`src/rtl/gemm_pkg.sv`:
```
// Shared types and constants for the GeMM result readback path.
package gemm_pkg;

   typedef enum logic [1:0] {
      StIdle  = 2'd0,
      StIssue = 2'd1,
      StDrain = 2'd2,
      StDone  = 2'd3
   } streamer_state_e;

   localparam int StreamerFifoDepth = 2;

endpackage

```
`src/rtl/gemm_stream_fifo.sv`:
```
// Two-entry synchronous FIFO; push and pop in the same cycle are legal even when full.
module gemm_stream_fifo
   import gemm_pkg::*;
#(
   parameter int Width = 34
) (
   input  logic             clk_i,
   input  logic             rst_ni,
   input  logic             push,
   input  logic [Width-1:0] wdata,
   input  logic             pop,
   output logic [Width-1:0] rdata,
   output logic             full,
   output logic             empty,
   output logic [1:0]       count
);

   logic [Width-1:0] mem [StreamerFifoDepth];
   logic             wr_ptr;
   logic             rd_ptr;
   logic [1:0]       cnt_q;

   // Storage has no reset; the occupancy count decides what is visible.
   always_ff @(posedge clk_i) begin
      if (push) mem[wr_ptr] <= wdata;
   end

   // Pointer and occupancy bookkeeping.
   always_ff @(posedge clk_i) begin
      if (!rst_ni) begin
         wr_ptr <= 1'b0;
         rd_ptr <= 1'b0;
         cnt_q  <= 2'd0;
      end else begin
         if (push) wr_ptr <= ~wr_ptr;
         if (pop)  rd_ptr <= ~rd_ptr;
         case ({push, pop})
            2'b10:   cnt_q <= cnt_q + 2'd1;
            2'b01:   cnt_q <= cnt_q - 2'd1;
            default: cnt_q <= cnt_q;
         endcase
      end
   end

   assign rdata = mem[rd_ptr];
   assign count = cnt_q;
   assign empty = (cnt_q == 2'd0);
   assign full  = (cnt_q == 2'(StreamerFifoDepth));

endmodule

```
`src/rtl/gemm_result_streamer.sv`:
```
// Reads matrix C out of the C SRAM in row-major order and streams it on valid/ready.
module gemm_result_streamer
   import gemm_pkg::*;
#(
   parameter int AddrWidth      = 16,
   parameter int DataWidthC     = 32,
   parameter int SRAMAddrWidthC = AddrWidth - $clog2(DataWidthC/8),
   parameter int FifoDepth      = 2
) (
   input  logic                      clk_i,
   input  logic                      rst_ni,
   input  logic                      start_i,
   input  logic [AddrWidth-1:0]      M_size_i,
   input  logic [AddrWidth-1:0]      N_size_i,
   output logic [SRAMAddrWidthC-1:0] sram_c_addr_o,
   output logic                      sram_c_re_o,
   input  logic [DataWidthC-1:0]     sram_c_rdata_i,
   output logic [DataWidthC-1:0]     data_o,
   output logic                      valid_o,
   input  logic                      ready_i,
   output logic                      row_last_o,
   output logic                      last_o,
   output logic                      busy_o,
   output logic                      done_o
);

   localparam int FifoWidth = DataWidthC + 2;

   streamer_state_e      state_q, state_d;
   logic [AddrWidth-1:0] n_size_q, total_q, idx_q, n_cnt_q;
   logic                 inflight_q, tag_row_last_q, tag_last_q;
   logic                 issue, pop, n_is_last, idx_is_last;
   logic                 fifo_push, fifo_pop, fifo_full, fifo_empty;
   logic [1:0]           fifo_count;
   logic [2:0]           occ;
   logic [FifoWidth-1:0] fifo_rdata, ret_beat;

   // Occupancy after this cycle's pop: queued entries plus the read returning now.
   assign pop         = valid_o & ready_i;
   assign occ         = {1'b0, fifo_count} + {2'b00, inflight_q} - {2'b00, pop};
   assign n_is_last   = (n_cnt_q == n_size_q - AddrWidth'(1));
   assign idx_is_last = (idx_q == total_q - AddrWidth'(1));
   assign issue       = (state_q == StIssue) && (occ < 3'(FifoDepth));

   assign sram_c_re_o   = issue;
   assign sram_c_addr_o = issue ? idx_q[SRAMAddrWidthC-1:0] : '0;
   assign busy_o        = (state_q == StIssue) || (state_q == StDrain);
   assign done_o        = (state_q == StDone);

   // Returning read data bypasses the FIFO when it is empty and the consumer is ready.
   assign ret_beat  = {tag_row_last_q, tag_last_q, sram_c_rdata_i};
   assign valid_o   = ~fifo_empty | inflight_q;
   assign fifo_push = inflight_q & ~(fifo_empty & ready_i);
   assign fifo_pop  = ~fifo_empty & ready_i;

   // Output beat: FIFO head first, else the read landing this cycle, else zero.
   always_comb begin
      {row_last_o, last_o, data_o} = '0;
      if (!fifo_empty)     {row_last_o, last_o, data_o} = fifo_rdata;
      else if (inflight_q) {row_last_o, last_o, data_o} = ret_beat;
   end

   // Next-state logic; DRAIN looks at post-pop occupancy so done follows the last beat directly.
   always_comb begin
      state_d = state_q;
      case (state_q)
         StIdle:  if (start_i) state_d = (M_size_i == '0 || N_size_i == '0) ? StDone : StIssue;
         StIssue: if (issue && idx_is_last) state_d = StDrain;
         StDrain: if (occ == 3'd0) state_d = StDone;
         StDone:  state_d = StIdle;
         default: state_d = StIdle;
      endcase
   end

   // State, size latches, linear index / column counter and in-flight tags.
   always_ff @(posedge clk_i) begin
      if (!rst_ni) begin
         state_q        <= StIdle;
         n_size_q       <= '0;
         total_q        <= '0;
         idx_q          <= '0;
         n_cnt_q        <= '0;
         inflight_q     <= 1'b0;
         tag_row_last_q <= 1'b0;
         tag_last_q     <= 1'b0;
      end else begin
         state_q    <= state_d;
         inflight_q <= issue;
         if (state_q == StIdle && start_i) begin
            n_size_q <= N_size_i;
            total_q  <= M_size_i * N_size_i;
            idx_q    <= '0;
            n_cnt_q  <= '0;
         end
         if (issue) begin
            tag_row_last_q <= n_is_last;
            tag_last_q     <= idx_is_last;
            idx_q          <= idx_q + AddrWidth'(1);
            n_cnt_q        <= n_is_last ? '0 : n_cnt_q + AddrWidth'(1);
         end
      end
   end

   gemm_stream_fifo #(.Width(FifoWidth)) u_fifo (
      .clk_i (clk_i),
      .rst_ni(rst_ni),
      .push  (fifo_push),
      .wdata (ret_beat),
      .pop   (fifo_pop),
      .rdata (fifo_rdata),
      .full  (fifo_full),
      .empty (fifo_empty),
      .count (fifo_count)
   );

   // The issue rule must never let a push land on a full FIFO without a pop.
   a_no_overflow: assert property (@(posedge clk_i) disable iff (!rst_ni)
      !(fifo_push && fifo_full && !fifo_pop));

endmodule

```
`config.mk`:
```
export PLATFORM = sky130hd
export DESIGN_NAME = gemm_result_streamer
export DESIGN_NICKNAME = d
export VERILOG_FILES = /design/src/rtl/gemm_pkg.sv /design/src/rtl/gemm_stream_fifo.sv /design/src/rtl/gemm_result_streamer.sv
export SDC_FILE = /design/constraint.sdc
export NUM_CORES = 1
export LEC_CHECK = 0
export ABC_AREA = 1
export CAP_MARGIN = 20
export CELL_PAD_IN_SITES_DETAIL_PLACEMENT = 0
export CELL_PAD_IN_SITES_GLOBAL_PLACEMENT = 1
export CORE_UTILIZATION = 40
export CTS_BUF_LIST = sky130_fd_sc_hd__clkbuf_4 sky130_fd_sc_hd__clkbuf_8
export DETAILED_ROUTE_END_ITERATION = 6
export HOLD_SLACK_MARGIN = 0.02
export PLACE_DENSITY_LB_ADDON = 0.1
export SLEW_MARGIN = 5
export SYNTH_ARGS = -nofsm -noshare
export SYNTH_HDL_FRONTEND = slang
export SYNTH_SLANG_ARGS = --single-unit
```
`constraint.sdc`:
```
create_clock -name clk_i -period 21.7 [get_ports clk_i]
set_input_delay 6.51 -clock clk_i [delete_from_list [all_inputs] [get_ports clk_i]]
set_output_delay 6.51 -clock clk_i [all_outputs]
set_load 0.01 [all_outputs]
```
==> qor.yml, run 1 <==
setup_path:
  timing.critical_path.buf_inv: 6
  cpMaxStageDelayCell: "sky130_fd_sc_hd__clkdlybuf4s50_1"
  critical-path-max-stage-delay_ps: 570
  crit_path_end_kind: "primary output"
  worst_ep_required_time_ps: 15190
  arr_time_crit_path_ps: 9750
  critPathLaunchType: "input port"
  cp_max_fo: 27
  timing.setup.critical_path_class: "input port to primary output"
  cpMostUsedCell: "sky130_fd_sc_hd__inv_1"
  critical-path-top-delay-family: "buffers and inverters"
  worstPathCellList: "clkdlybuf4s50_1 -> inv_1 -> a21oi_1 -> ha_1 -> inv_1 -> ha_1 -> inv_1 -> fa_1 -> nand3_4 -> nor2_8 -> inv_2 -> nor2_1 -> clkdlybuf4s50_1"
drt:
  routed_wirelength_um: 30470
  first_pass_iters: 4
  drc_errors: 0
  first_iter_violations: 515
  residual_antenna_violating_net_count_after_detailed_routing: 0
  avgViaCountPerCell: 4.936
  dr_total_vias: 9764
  detailed_route_wire_length_per_cell_um: 15.40
clocking:
  cts_resizes: 0
  clk_pin_slew_ps: 90
  cts.root.buffer_cell: "sky130_fd_sc_hd__clkbuf_8"
  cts_made_buffers: 17
  tritoncts: "built"
  max-clock-path-buffers: 2
  numClockSinks: 142
  clk-insertion-delay-late_ps: 450
  htree_levels: 4
  post_cts_setup_buffer_count: 0
  cts.hold.buffers_added: 0
die:
  die_height_um: 173.1
  placementRows: 62
  die_area_um2: 29950
  floorplan.initialDensity_pct: 40.67
  die_w_um: 173.1
  ioPinCount: 120
  core_um2: 28780
logic_synthesis:
  synth_nets: 1716
  synth_top_family_by_area: "simple AND/OR/NAND/NOR gates"
  ys_warn_count: 0
  yosysSeqAreaShare_pct: 30.10
  synthMuxAreaShare_pct: 0.08552
  yosys-top-cells-area: "sky130_fd_sc_hd__edfxtp_1, sky130_fd_sc_hd__fa_1, sky130_fd_sc_hd__dfxtp_1"
  synth_ff_type: "sky130_fd_sc_hd__dfxtp_1"
  syn_area_per_cell_um2: 7.772
  synth-xor-area-share_pct: 6.136
  synth_largest_area_cell: "sky130_fd_sc_hd__edfxtp_1"
  number_of_synthesized_flops_with_an_enable_pin: 68
  arithmetic_cell_share_of_the_synthesized_area_counting_full_adders_half_adders_and_majority_gates_pct: 20.37
  synth_largest_type_area_fraction_pct: 17.45
  simple_gate_portion_of_the_synthesized_area_pct: 22.24
  postSynth.asyncResetShare_pct: 0
  synthCells: 1506
  postSynthRegisterBits: 142
  ys_types: 51
  syn-cell-area_um2: 11700
  synth-compound-area-share_pct: 9.375
power_and_ir_drop:
  powerDensity_nw_per_um2: 113.1
  vdd_drop_max_mv: 0.07189
  p_leak_uw: 0.006232
sta:
  maxSlewViolCount: 0
  timing.final.crit_period_ps: 16260
  setup_viol_count_final: 0
  final_hold_viol_count: 0
  setup-tns-final_ps: 0
  rsz0062_at_grt: "no"
  tightestPinTransition_ps: 1056
  max_clock_freq_mhz: 61.48
  fin_worst_skew_ps: 15.83
  max_slew_margin_pct: 29.42
  layout_worst_path_cycle_share_pct: 74.95
place:
  gp_congestion: 0.7842
  io_buffer_count: 119
  dpl.hpwl_um: 21840
global_route:
  grt_start_max_net_pins: 47
  global_route_wire_length_before_repair_um: 50760
  residual_overflow_from_global_routing: 0
  first_global_vias: 9784
  total_routing_usage_gr_pct: 21.16
  grt_antenna_before_repair: 0
final_layout:
  utilization_pct: 47.24
  num_antenna_cells: 0
  areaGrowthSynthToFinish_pct: 16.16
  layout-drive-gt1-share_pct: 5.709
  fillerInstances: 2906
  design.final.nets: 1791
job:
  cap_violations: 0
outcome:
  status: "completed"
hold_path:
  hp-class: "flip-flop to flip-flop"
## per-layer routing
layer | vias up | track usage, % | routed length (um)
met3 | 23 | 3.056 | 1045
met4 | 0 | 4.830 | 371
li1 | 4915 | - | -
met2 | 199 | 37.90 | 14910
met1 | 4627 | 26.81 | 14130
met5 | - | 0 | 0
## report_power, final
part / internal, uW / switching [uW]
registers: 316 / 36.3
logic: 389 / 579
clock network: 106 / 111
## final cells by class
type	instances	area [um^2]	share of cell area, %
clock buffer	18	241.5	1.776
clock inverter	14	158.9	1.169
inverter	286	1074	7.895
multi-input combinational	1005	6832	50.24
sequential	142	3525	25.92
tap	384	480.5	3.534
timing repair buffer	129	1286	9.460
## logic make-up after synthesis
family                     count (synthesis)
adders and majority gates                142
and+or+nand+nor                          584
muxes                                      1
xor gates and xnor gates                  82
DFF                                      142
buffers and inverters                    359
AOI/OAI and AO/OA                        196
## layout by cell type (no fill, tap or decap), types with 4 or more instances in the layout
cell | Yosys | final
sky130_fd_sc_hd__xor2_1 | 55 | 55
sky130_fd_sc_hd__nand2_2 | 6 | 6
sky130_fd_sc_hd__clkinvlp_4 | 0 | 4
sky130_fd_sc_hd__clkdlybuf4s50_1 | 0 | 119
sky130_fd_sc_hd__o22ai_1 | 32 | 32
sky130_fd_sc_hd__buf_4 | 1 | 9
sky130_fd_sc_hd__nand2_1 | 291 | 291
sky130_fd_sc_hd__a21oi_1 | 64 | 64
sky130_fd_sc_hd__o21ai_0 | 73 | 73
sky130_fd_sc_hd__inv_1 | 269 | 269
sky130_fd_sc_hd__nand3b_1 | 12 | 12
sky130_fd_sc_hd__ha_1 | 61 | 61
sky130_fd_sc_hd__dfxtp_1 | 74 | 73
sky130_fd_sc_hd__inv_6 | 0 | 5
sky130_fd_sc_hd__nor2_1 | 131 | 128
sky130_fd_sc_hd__fa_1 | 81 | 81
sky130_fd_sc_hd__a211oi_1 | 4 | 4
sky130_fd_sc_hd__nor3_1 | 4 | 4
sky130_fd_sc_hd__nor4_1 | 9 | 9
sky130_fd_sc_hd__nor2_2 | 10 | 11
sky130_fd_sc_hd__nand4_1 | 18 | 18
sky130_fd_sc_hd__inv_2 | 14 | 14
sky130_fd_sc_hd__clkbuf_8 | 0 | 17
sky130_fd_sc_hd__xnor2_1 | 27 | 27
sky130_fd_sc_hd__edfxtp_1 | 68 | 68
sky130_fd_sc_hd__nand3_1 | 87 | 87
## path summary, 6_finish.rpt
check	start	end	slack [ps]	cells past startpoint
worst max register to register	u_fifo.count[0]	state_q[1]	17820	19
worst max-delay path	ready_i	sram_c_addr_o[7]	5440	13
worst min-delay path	u_fifo.rd_ptr	flip-flop	460	1
worst min register to register	u_fifo.rd_ptr	flip-flop	460	1
## metrics by stage
stage / hold WS [ps] / instances / setup slack [ps] / cell area (um^2) / total power, uW
after floorplan: 425.7 / 1506 / 6674 / 11710 / 1043
after global placement: 430.0 / 1945 / 5449 / 13170 / 1337
after detailed placement: 444.3 / 1945 / 5455 / 13170 / 1341
after CTS: 458.5 / 1977 / 5434 / 13570 / 1565
after global routing: 509.5 / 1978 / 5197 / 13600 / 1708
final: 458.6 / 1978 / 5436 / 13600 / 1537
## worst reg2reg max path: cells and delay by family, from the launching register on
| family | cells | cell delay [ps] |
|---|---|---|
| compound gates | 1 | 160 |
| flops | 1 | 880 |
| buf+inv | 3 | 140 |
| simple gates | 12 | 1760 |
| fa+ha+maj | 3 | 890 |
## sequential cells by signal, indices dropped and copies added, names as in the netlist, named ones only
| signal | flops |
|---|---|
| idx_q | 16 |
| inflight_q | 1 |
| n_cnt_q | 16 |
| n_size_q | 16 |
| state_q | 2 |
| tag_last_q | 1 |
| tag_row_last_q | 1 |
| total_q | 16 |
| u_fifo.count | 2 |
| u_fifo.mem | 68 |
| u_fifo.rd_ptr | 1 |
| u_fifo.wr_ptr | 1 |
## synth_stat cells, drive strengths merged (2+ instances only)
master and instances:
o211ai 2, clkinv 3, o22ai 32, nor4 10, a22oi 3, buf 15
or2 2, clkbuf 58, ha 61, nand3b 12, nand4 18, nand3 91
dfxtp 74, xnor2 27, a21oi 65, edfxtp 68, nand2 298, a211oi 4
inv 283, o21ai 74, a311oi 2, nor3 9, nor2 143, a21o 3
a221oi 3, fa 81, xor2 55, o31ai 3
Note: power is estimated with default switching activity, not from simulation.
==> inputs of run 2 (changes only) <==
==> constraint.sdc (replaced) <==
create_clock -name clk_i -period 16.5 [get_ports clk_i]
set_input_delay 4.95 -clock clk_i [delete_from_list [all_inputs] [get_ports clk_i]]
set_output_delay 4.95 -clock clk_i [all_outputs]
set_load 0.01 [all_outputs]
==> qor.yml, run 2 (synthesis gave the netlist of run 1 again) <==
clocking:
  numClockSinks: 142
  clk-insertion-delay-late_ps: 450
  clk_pin_slew_ps: 90
  cts.root.buffer_cell: "sky130_fd_sc_hd__clkbuf_8"
  max-clock-path-buffers: 2
  tritoncts: "built"
  htree_levels: 4
  cts_resizes: 0
  cts.hold.buffers_added: 0
  post_cts_setup_buffer_count: 0
  cts_made_buffers: 17
setup_path:
  ff2ff_path_depth: 19
  arr_time_crit_path_ps: 8200
  reg2reg_setup_slack_ps: 12590
  crit_end: "sram_c_addr_o[7]"
  critical-path-max-stage-delay_ps: 570
  worst_ep_required_time_ps: 11550
  cpMaxStageDelayCell: "sky130_fd_sc_hd__clkdlybuf4s50_1"
  cp_max_fo: 27
  timing.critical_path.depth: 13
  timing.setup.critical_path_class: "input port to primary output"
  critical-path-top-delay-family: "buffers and inverters"
  crit_path_end_kind: "primary output"
  timing.critical_path.buf_inv: 6
  critPathLaunchType: "input port"
  startpoint: "ready_i"
  regToRegStartpoint: "u_fifo.count[0]"
  worst_r2r_endpoint: "state_q[1]"
  worstPathCellList: "clkdlybuf4s50_1 -> inv_1 -> a21oi_1 -> ha_1 -> inv_1 -> ha_1 -> inv_1 -> fa_1 -> nand3_4 -> nor2_8 -> inv_2 -> nor2_1 -> clkdlybuf4s50_1"
  cpMostUsedCell: "sky130_fd_sc_hd__inv_1"
sta:
  fin_worst_skew_ps: 15.58
  maxSlewViolCount: 0
  setup_viol_count_final: 0
  timing.final.crit_period_ps: 13150
  layout_worst_path_cycle_share_pct: 79.72
  rsz0062_at_grt: "no"
  tightestPinTransition_ps: 1062
  final_hold_viol_count: 0
  setup-tns-final_ps: 0
  max_clock_freq_mhz: 76.02
  max_slew_margin_pct: 29.02
global_route:
  residual_overflow_from_global_routing: 0
  grt_start_max_net_pins: 47
  global_route_wire_length_before_repair_um: 50740
  grtUsageMet1_pct: 26.74
  first_global_vias: 9734
  grt-busiest-layer: "met2"
  total_routing_usage_gr_pct: 21.12
  global_route.usage.met2_pct: 38.12
  grt_antenna_before_repair: 0
  gr-usage-met3_pct: 2.661
job:
  cap_violations: 0
power_and_ir_drop:
  vdd_drop_max_mv: 0.09362
  clock_power_share_pct: 13.8
  power.switching_uw: 964.4
  report.power.total_uw: 2019
  p_sw_share_pct: 47.76
  p_leak_uw: 0.006241
  powerDensity_nw_per_um2: 148.4
  intPower_uw: 1055
  power.share.combinational_pct: 63.3
  sequentialPowerShare_pct: 22.9
hold_path:
  timing.hold.worst_path_depth: 1
  hp-class: "flip-flop to flip-flop"
  hold_path_startpoint: "u_fifo.rd_ptr"
final_layout:
  mostFrequentLayoutCell: "sky130_fd_sc_hd__nand2_1"
  largest_reg_flops: 68
  areaGrowthSynthToFinish_pct: 16.29
  design.final.nets: 1792
  num_antenna_cells: 0
  layout-drive-gt1-share_pct: 5.768
  max_flop_register: "u_fifo.mem"
  mostFrequentLayoutCells: "sky130_fd_sc_hd__nand2_1, sky130_fd_sc_hd__inv_1, sky130_fd_sc_hd__nor2_1"
drt:
  drc_errors: 0
  detailed_route_wire_length_per_cell_um: 15.32
  residual_antenna_violating_net_count_after_detailed_routing: 0
  avgViaCountPerCell: 4.943
  first_iter_violations: 461
  first_pass_iters: 4
  routed_wirelength_um: 30330
  dr_total_vias: 9783
die:
  die_area_um2: 29950
  die_w_um: 173.1
  placementRows: 62
  die_height_um: 173.1
  floorplan.initialDensity_pct: 40.67
  core_um2: 28780
  ioPinCount: 120
outcome:
  status: "completed"
place:
  dpl.hpwl_um: 21760
  io_buffer_count: 119
  gp_congestion: 0.7842
==> run 2: worst min-delay path by stage <==
stage | to | slack (ps)
finish | u_fifo.rd_ptr | 470
CTS | u_fifo.rd_ptr | 470
floorplan | flip-flop | 430
global route | u_fifo.rd_ptr | 500
global placement | flip-flop | 430
detailed placement | u_fifo.rd_ptr | 450
==> run 2: area by class of cell <==
| type | instances | area, um^2 |
|---|---|---|
| fill | 2859 | 15170 |
| timing repair buffer | 130 | 1306 |
| clock inverter | 14 | 147.6 |
| tap | 384 | 480.5 |
| sequential | 142 | 3525 |
| clock buffer | 18 | 247.7 |
| inverter | 286 | 1074 |
| multi-input combinational | 1005 | 6832 |
==> run 2: per-stage QoR <==
stage	cell area [um^2]	cells	util, %	hold slack [ps]	setup slack, ps
2_1_floorplan	11710	1506	-	425.7	4594
3_3_place_gp	13170	1945	45.76	430.1	3369
3_5_place_dp	13170	1945	45.76	449.5	3377
4_1_cts	13560	1977	47.13	465.6	3357
5_1_grt	13610	1979	47.30	496.3	3149
6_report	13610	1979	47.30	467.6	3346
==> run 2: power by group through the flow <==
stage | Clock (uW) | Sequential, uW | Combinational, uW
floorplan | 0 | 450 | 922
global placement | 0 | 470 | 1290
detailed placement | 0 | 471 | 1290
CTS | 288 | 463 | 1300
global route | 303 | 470 | 1470
finish | 279 | 462 | 1280
==> run 2: per-layer routing <==
metal	share of wire [%]	wire length, um
met1	47	14220
met2	49	14900
met3	2.9	868
met4	1.1	335
met5	0	0
